===== src/rtl/lcd_mode_sequencer.sv =====
// rtl/lcd_mode_sequencer.sv - HD44780 init plus mode banner writer for the mode-switching app
// Owns the LCD bus; every write is a SETUP cycle followed by a one-cycle STROBE.
module lcd_mode_sequencer #(
    parameter int PWR_DLY  = 3,
    parameter int CLR_WAIT = 1
) (
    input  logic       clk_100hz,
    input  logic       rst,
    input  logic [1:0] mode_sel,
    output logic       lcd_e,
    output logic       lcd_rs,
    output logic       lcd_rw,
    output logic [7:0] lcd_data,
    output logic       busy
);

    localparam int CNT_MAX = (PWR_DLY > CLR_WAIT) ? PWR_DLY : CLR_WAIT;
    localparam int CW      = $clog2(CNT_MAX + 2);

    localparam logic [127:0] L1_WATCH = {"WATCH", {11{8'h20}}};
    localparam logic [127:0] L1_STOPW = {"STOPWATCH", {7{8'h20}}};
    localparam logic [127:0] L1_ALARM = {"ALARM SET", {7{8'h20}}};
    localparam logic [127:0] L1_INVAL = {"----", {12{8'h20}}};
    localparam logic [39:0]  L2_HEAD  = "MODE ";

    typedef enum logic [2:0] {
        S_PWR_WAIT,
        S_INIT,
        S_CLR_WAIT,
        S_REFRESH,
        S_IDLE
    } state_t;

    state_t         state, state_n;
    logic [CW-1:0]  cnt, cnt_n;
    logic [5:0]     idx, idx_n;
    logic [1:0]     cur_mode, cur_mode_n;
    logic [1:0]     sync1, sync2;
    logic           e_n, rs_n, busy_n;
    logic [7:0]     data_n;

    function automatic logic [7:0] init_cmd(input logic [1:0] i);
        case (i)
            2'd0:    init_cmd = 8'h38;
            2'd1:    init_cmd = 8'h0C;
            2'd2:    init_cmd = 8'h06;
            default: init_cmd = 8'h01;
        endcase
    endfunction

    // Write 0 = line-1 address, 1..16 line 1, 17 = line-2 address, 18..33 line 2.
    function automatic logic [7:0] refresh_byte(input logic [5:0] i, input logic [1:0] m);
        logic [127:0] line;
        logic [3:0]   pos;
        line = '0;
        pos  = '0;
        refresh_byte = 8'h80;
        if (i == 6'd17) begin
            refresh_byte = 8'hC0;
        end else if (i != 6'd0) begin
            if (i <= 6'd16) begin
                pos = 4'(i - 6'd1);
                case (m)
                    2'd0:    line = L1_WATCH;
                    2'd1:    line = L1_STOPW;
                    2'd2:    line = L1_ALARM;
                    default: line = L1_INVAL;
                endcase
            end else begin
                pos  = 4'(i - 6'd18);
                line = {L2_HEAD, 8'h30 + {6'd0, m}, {10{8'h20}}};
            end
            line = line << {pos, 3'b000};
            refresh_byte = line[127:120];
        end
    endfunction

    assign lcd_rw = 1'b0;

    always_ff @(posedge clk_100hz or posedge rst) begin
        if (rst) begin
            state    <= S_PWR_WAIT;
            cnt      <= '0;
            idx      <= '0;
            cur_mode <= '0;
            sync1    <= '0;
            sync2    <= '0;
            lcd_e    <= 1'b0;
            lcd_rs   <= 1'b0;
            lcd_data <= 8'h00;
            busy     <= 1'b1;
        end else begin
            state    <= state_n;
            cnt      <= cnt_n;
            idx      <= idx_n;
            cur_mode <= cur_mode_n;
            sync1    <= mode_sel;
            sync2    <= sync1;
            lcd_e    <= e_n;
            lcd_rs   <= rs_n;
            lcd_data <= data_n;
            busy     <= busy_n;
        end
    end

    // lcd_e doubles as the slot phase: 0 = SETUP just issued, 1 = STROBE just issued.
    always_comb begin
        state_n    = state;
        cnt_n      = cnt;
        idx_n      = idx;
        cur_mode_n = cur_mode;
        e_n        = 1'b0;
        rs_n       = lcd_rs;
        data_n     = lcd_data;
        case (state)
            S_PWR_WAIT: begin
                if (cnt == CW'(PWR_DLY)) begin
                    state_n = S_INIT;
                    idx_n   = '0;
                    rs_n    = 1'b0;
                    data_n  = init_cmd(2'd0);
                end else begin
                    cnt_n = cnt + 1'b1;
                end
            end
            S_INIT: begin
                if (!lcd_e) begin
                    e_n = 1'b1;
                end else if (idx == 6'd3) begin
                    state_n = S_CLR_WAIT;
                    cnt_n   = CW'(1);
                end else begin
                    idx_n  = idx + 6'd1;
                    data_n = init_cmd(idx_n[1:0]);
                end
            end
            S_CLR_WAIT: begin
                if (cnt >= CW'(CLR_WAIT)) begin
                    state_n    = S_REFRESH;
                    idx_n      = '0;
                    cur_mode_n = sync2;
                    rs_n       = 1'b0;
                    data_n     = 8'h80;
                end else begin
                    cnt_n = cnt + 1'b1;
                end
            end
            S_REFRESH: begin
                if (!lcd_e) begin
                    e_n = 1'b1;
                end else if (idx == 6'd33) begin
                    state_n = S_IDLE;
                end else begin
                    idx_n  = idx + 6'd1;
                    rs_n   = (idx_n != 6'd17);
                    data_n = refresh_byte(idx_n, cur_mode);
                end
            end
            S_IDLE: begin
                if (sync2 != cur_mode) begin
                    state_n    = S_REFRESH;
                    idx_n      = '0;
                    cur_mode_n = sync2;
                    rs_n       = 1'b0;
                    data_n     = 8'h80;
                end
            end
            default: state_n = S_PWR_WAIT;
        endcase
        busy_n = (state_n != S_IDLE);
    end

endmodule


===== config.mk =====
export PLATFORM = sky130hd
export DESIGN_NAME = lcd_mode_sequencer
export DESIGN_NICKNAME = d
export VERILOG_FILES = /design/src/rtl/lcd_mode_sequencer.sv
export SDC_FILE = /design/constraint.sdc
export NUM_CORES = 1
export LEC_CHECK = 0
export BUFFER_PORTS_ARGS = -buffer_cell sky130_fd_sc_hd__buf_2
export CELL_PAD_IN_SITES_DETAIL_PLACEMENT = 1
export CELL_PAD_IN_SITES_GLOBAL_PLACEMENT = 1
export CORE_MARGIN = 2
export CORE_UTILIZATION = 46
export DETAILED_ROUTE_END_ITERATION = 8
export PLACE_DENSITY_LB_ADDON = 0.1
export SYNTH_ARGS = -nofsm -noshare
export SYNTH_HDL_FRONTEND = slang
export SYNTH_SLANG_ARGS = --single-unit

===== constraint.sdc =====
create_clock -name clk_100hz -period 3.48 [get_ports clk_100hz]
set_input_delay 0.696 -clock clk_100hz [delete_from_list [all_inputs] [get_ports clk_100hz]]
set_output_delay 0.696 -clock clk_100hz [all_outputs]
set_load 0.01 [all_outputs]

==> run_summary.xml <==
<?xml version="1.0" encoding="UTF-8"?>
<metrics>
  <group name="status">
    <metric name="run_status" unit="">finished, final reports clean</metric>
  </group>
  <group name="sta">
    <metric name="finalHoldWorstSlack" unit="ns">0.356</metric>
    <metric name="worst-slew-pin-transition" unit="ns">1.08</metric>
    <metric name="slew_headroom" unit="%">28.2</metric>
    <metric name="rsz0062_at_grt" unit="">false</metric>
    <metric name="setup_viol_count_final" unit="">0</metric>
    <metric name="post-route-period-util" unit="%">88.1</metric>
    <metric name="final.min_clock_period" unit="ns">3.07</metric>
    <metric name="timing_max_transition_violations_final" unit="">0</metric>
    <metric name="hold_violations" unit="">0</metric>
    <metric name="setup_tns" unit="ns">0</metric>
    <metric name="worst_clock_skew_on_the_final_layout" unit="ns">0.00474</metric>
    <metric name="finalWorstSetupSlack" unit="ns">0.415</metric>
    <metric name="fmax" unit="MHz">326</metric>
  </group>
  <group name="power">
    <metric name="share_comb_of_total_power" unit="%">5.3</metric>
    <metric name="worst_ir_drop_vdd" unit="V">0.000241</metric>
    <metric name="p_int" unit="mW">0.489</metric>
    <metric name="netSwitchingFraction" unit="%">25.5</metric>
    <metric name="leakage" unit="nW">1.13</metric>
    <metric name="power_density" unit="nW/µm²">260</metric>
    <metric name="p_sw" unit="mW">0.168</metric>
    <metric name="p_clk_share" unit="%">42.4</metric>
    <metric name="power.sequential.fraction" unit="%">52.3</metric>
  </group>
  <group name="synthesis">
    <metric name="avgSynthCellArea" unit="µm²">8.06</metric>
    <metric name="async_reset_ff_share" unit="%">100</metric>
    <metric name="mapped_cell_area" unit="µm²">2340</metric>
    <metric name="synth_top_area_share" unit="%">30.0</metric>
    <metric name="synth.top_cells.by_area" unit="">sky130_fd_sc_hd__dfrtp_1 (30%), sky130_fd_sc_hd__ha_1 (9.1%), sky130_fd_sc_hd__nor2_1 (4.5%)</metric>
    <metric name="post_synth_inst_count" unit="">290</metric>
    <metric name="synth-main-ff-cell" unit="">sky130_fd_sc_hd__dfrtp_1</metric>
    <metric name="synth_top_cell_by_area" unit="">sky130_fd_sc_hd__dfrtp_1</metric>
    <metric name="synth.distinct_cells" unit="">58</metric>
    <metric name="proportion_of_synthesized_chip_area_in_sequential_cells" unit="%">31.1</metric>
    <metric name="synth-edff-count" unit="">0</metric>
    <metric name="syn-num-nets" unit="">311</metric>
    <metric name="yosys_register_bits" unit="">29</metric>
    <metric name="yosysWarnings" unit="">0</metric>
  </group>
  <group name="setup_path">
    <metric name="timing.critical_path.slowest_cell_delay" unit="ns">0.95</metric>
    <metric name="worst_path_dominant_cell_family" unit="">compound AO/OA/AOI/OAI gates</metric>
    <metric name="worst-setup-path-type" unit="">reg2reg</metric>
    <metric name="crit_path_top_delay_cell" unit="">sky130_fd_sc_hd__o311ai_2</metric>
    <metric name="ff2ff_path_depth" unit="">7</metric>
    <metric name="critical_path.n_buffers_inverters" unit="">0</metric>
    <metric name="critPathLaunchType" unit="">register</metric>
    <metric name="worstPathCellList" unit="">ha_1 &gt; or3b_4 &gt; a21oi_4 &gt; o311ai_2 &gt; a21oi_1 &gt; o311ai_1 &gt; a221o_1</metric>
    <metric name="r2r_end" unit="">lcd_data[3]</metric>
    <metric name="ff2ff_setup_slack" unit="ns">0.41</metric>
    <metric name="endpoint_kind_of_the_worst_setup_timing_path" unit="">register</metric>
    <metric name="worstPathMaxFanout" unit="">16</metric>
    <metric name="critical_path_required" unit="ns">3.70</metric>
    <metric name="rr_startpoint" unit="">idx[1]</metric>
    <metric name="critPathArrivalTime" unit="ns">3.28</metric>
  </group>
  <group name="floorplan">
    <metric name="fp.dieArea" unit="µm²">5670</metric>
    <metric name="ios" unit="">16</metric>
    <metric name="placeable_core_region" unit="µm²">4820</metric>
    <metric name="initial_core_util" unit="%">48.5</metric>
    <metric name="row_count" unit="">25</metric>
    <metric name="die_x" unit="µm">75.3</metric>
    <metric name="dieHeight" unit="µm">75.3</metric>
  </group>
  <group name="clock_network">
    <metric name="cts_post_setup_buffers_inserted" unit="">0</metric>
    <metric name="clk_pin_slew" unit="ns">0.07</metric>
    <metric name="tritoncts_buffers" unit="">5</metric>
    <metric name="tritoncts_num_sinks" unit="">29</metric>
    <metric name="ctsResizeCount" unit="">0</metric>
    <metric name="clk_root_buffer_cell" unit="">sky130_fd_sc_hd__clkbuf_8</metric>
    <metric name="maximum_number_of_buffers_from_clock_root_to_sink" unit="">2</metric>
    <metric name="htreeDepth" unit="">2</metric>
    <metric name="cts_hold_buffers" unit="">0</metric>
    <metric name="tritoncts" unit="">built</metric>
    <metric name="clkLatencyLatePin" unit="ns">0.28</metric>
  </group>
  <group name="layout">
    <metric name="area_growth" unit="%">8.08</metric>
    <metric name="drive_above_1_share" unit="%">12.7</metric>
    <metric name="fin_cells" unit="">367</metric>
    <metric name="final_net_count" unit="">320</metric>
    <metric name="antenna_cells" unit="">0</metric>
  </group>
  <group name="global_routing">
    <metric name="grt_util_all_layers" unit="%">24.5</metric>
    <metric name="global_route_total_overflow" unit="">0</metric>
    <metric name="grt_max_degree" unit="">30</metric>
    <metric name="wire_length_of_the_first_global_routing_pass" unit="mm">10.5</metric>
    <metric name="first_global_vias" unit="">2164</metric>
    <metric name="number_of_antenna_violations_at_the_first_check_in_global_routing" unit="">0</metric>
  </group>
  <group name="routing">
    <metric name="wl_per_cell" unit="µm">17.2</metric>
    <metric name="drtPass1Iterations" unit="">4</metric>
    <metric name="viasPerCell" unit="">5.83</metric>
    <metric name="wirelength" unit="mm">6.33</metric>
    <metric name="dr.first_iter.drc_count" unit="">100</metric>
    <metric name="drc" unit="">0</metric>
    <metric name="postRouteAntennaNets" unit="">0</metric>
    <metric name="via_count" unit="">2141</metric>
  </group>
  <group name="min_path">
    <metric name="hold-path-endpoint" unit="">sync2[1]</metric>
    <metric name="timing.hold.worst.class" unit="">reg2reg</metric>
    <metric name="timing.hold.worst_path_depth" unit="">0</metric>
    <metric name="hold_path_startpoint" unit="">sync1[1]</metric>
  </group>
  <group name="placed_design">
    <metric name="place_inst" unit="">359</metric>
    <metric name="dpl_worst_slack" unit="ns">0.482</metric>
    <metric name="dpl.hpwl" unit="mm">4.76</metric>
    <metric name="port-buffer-count" unit="">14</metric>
    <metric name="place.gp.congestion" unit="">0.856</metric>
  </group>
  <group name="flow_run">
    <metric name="max_cap_violations" unit="">0</metric>
  </group>
</metrics>
-- worst register-to-register path, stage by stage (launching register included) --
cell	delay (ns)
sky130_fd_sc_hd__dfrtp_1	0.51
sky130_fd_sc_hd__ha_1	0.41
sky130_fd_sc_hd__or3b_4	0.21
sky130_fd_sc_hd__a21oi_4	0.06
sky130_fd_sc_hd__o311ai_2	0.95
sky130_fd_sc_hd__a21oi_1	0.34
sky130_fd_sc_hd__o311ai_1	0.34
sky130_fd_sc_hd__a221o_1	0.18
-- worst max path at each step --
stage	from	to	slack (ns)	depth (start not counted)
global placement	idx[1]	lcd_data[3]	0.62	7
floorplan	idx[0]	lcd_data[3]	0.73	13
global route	idx[0]	lcd_data[3]	0.14	7
finish	idx[1]	lcd_data[3]	0.41	7
CTS	idx[1]	lcd_data[3]	0.46	7
detailed placement	idx[1]	lcd_data[3]	0.48	7
-- metal layers --
layer / global-route usage [%] / vias to the layer above / wire length (µm)
li1: - / 1045 / -
met3: 3.57 / 6 / 132
met1: 34.4 / 1063 / 3120
met4: 4.29 / 0 / 55
met5: 0 / - / 0
met2: 40.7 / 27 / 3020
-- cells in the mapped netlist (2+ instances only) --
cell type and count:
sky130_fd_sc_hd__or2_1 2, sky130_fd_sc_hd__a21oi_1 17, sky130_fd_sc_hd__ha_1 17, sky130_fd_sc_hd__buf_2 5, sky130_fd_sc_hd__and3_1 4, sky130_fd_sc_hd__or3_1 4
sky130_fd_sc_hd__dfrtp_1 28, sky130_fd_sc_hd__o31ai_1 6, sky130_fd_sc_hd__nor2_1 28, sky130_fd_sc_hd__a22oi_1 4, sky130_fd_sc_hd__o21a_1 3, sky130_fd_sc_hd__inv_2 3
sky130_fd_sc_hd__nand2b_1 4, sky130_fd_sc_hd__xor2_1 4, sky130_fd_sc_hd__inv_1 17, sky130_fd_sc_hd__o211ai_1 5, sky130_fd_sc_hd__nand2_1 26, sky130_fd_sc_hd__o21ai_1 9
sky130_fd_sc_hd__a21boi_1 2, sky130_fd_sc_hd__o21bai_1 2, sky130_fd_sc_hd__o22ai_1 3, sky130_fd_sc_hd__a31oi_1 3, sky130_fd_sc_hd__and2_1 4, sky130_fd_sc_hd__nor2b_1 4
sky130_fd_sc_hd__o2bb2ai_1 2, sky130_fd_sc_hd__mux2i_1 3, sky130_fd_sc_hd__a211oi_1 2, sky130_fd_sc_hd__a221o_1 2, sky130_fd_sc_hd__nor3_1 6, sky130_fd_sc_hd__clkbuf_1 8
sky130_fd_sc_hd__o21ai_0 18, sky130_fd_sc_hd__a21o_1 3, sky130_fd_sc_hd__and3b_1 2, sky130_fd_sc_hd__o211a_1 2, sky130_fd_sc_hd__buf_6 2, sky130_fd_sc_hd__nand3_1 14
-- cells by family after synthesis --
| family | after synthesis | share of synthesized area (%) |
|---|---|---|
| multiplexers | 5 | 2.73 |
| adder cells (fa/ha/maj) | 17 | 9.10 |
| other | 1 | 0.160 |
| buffers and inverters | 37 | 7.01 |
| AND/OR/NAND/NOR | 103 | 21.5 |
| flip-flops | 29 | 31.1 |
| AO/OA/AOI/OAI | 93 | 26.6 |
| XOR/XNOR | 5 | 1.87 |
-- state kept, by name, summed over array words and instances, names as in the netlist --
register	flops
sync1	2
cur_mode	2
sync2	2
busy	1
state	3
lcd_e	1
lcd_rs	1
lcd_data	8
cnt	3
idx	6
-- layout by cell type (no fill, tap or decap), types with 4 or more instances in the layout --
master                     count
sky130_fd_sc_hd__o21ai_0      18
sky130_fd_sc_hd__and3_1        4
sky130_fd_sc_hd__a22oi_1       4
sky130_fd_sc_hd__o211ai_1      5
sky130_fd_sc_hd__nor3_1        6
sky130_fd_sc_hd__o21ai_1       9
sky130_fd_sc_hd__inv_1        17
sky130_fd_sc_hd__o31ai_1       6
sky130_fd_sc_hd__buf_4         5
sky130_fd_sc_hd__dfrtp_1      28
sky130_fd_sc_hd__nor2_1       28
sky130_fd_sc_hd__nand3_1      14
sky130_fd_sc_hd__ha_1         17
sky130_fd_sc_hd__xor2_1        4
sky130_fd_sc_hd__or3_1         4
sky130_fd_sc_hd__nand2_1      26
sky130_fd_sc_hd__buf_2        14
sky130_fd_sc_hd__and2_1        4
sky130_fd_sc_hd__nand2b_1      4
sky130_fd_sc_hd__clkbuf_8      5
sky130_fd_sc_hd__a21oi_1      17
sky130_fd_sc_hd__nor2b_1       4
-- through the flow --
stage | power [mW] | util [%] | area (µm²)
after detailed placement | 0.386 | 50.7 | 2440
after floorplan | 0.373 | - | 2340
final | 0.657 | 52.5 | 2530
after CTS | 0.664 | 52.5 | 2530
after global placement | 0.385 | 50.7 | 2440
after global routing | 0.686 | 52.5 | 2530
-- power groups by stage --
stage | clock network (mW) | registers, mW | logic (mW)
6_report | 0.279 | 0.344 | 0.0347
5_1_grt | 0.302 | 0.344 | 0.0396
4_1_cts | 0.285 | 0.344 | 0.0355
3_5_place_dp | 0 | 0.351 | 0.0355
3_3_place_gp | 0 | 0.350 | 0.0347
2_1_floorplan | 0 | 0.349 | 0.0241
-- final cells by class --
class	instances	area, µm²
fill	622	2290
multi-input combinational	224	1450
sequential	29	727
timing repair buffer	19	108
tap	67	83.8
inverter	20	75.1
clock buffer	5	68.8
clock inverter	3	17.5
(Power assumes the default switching activity.)
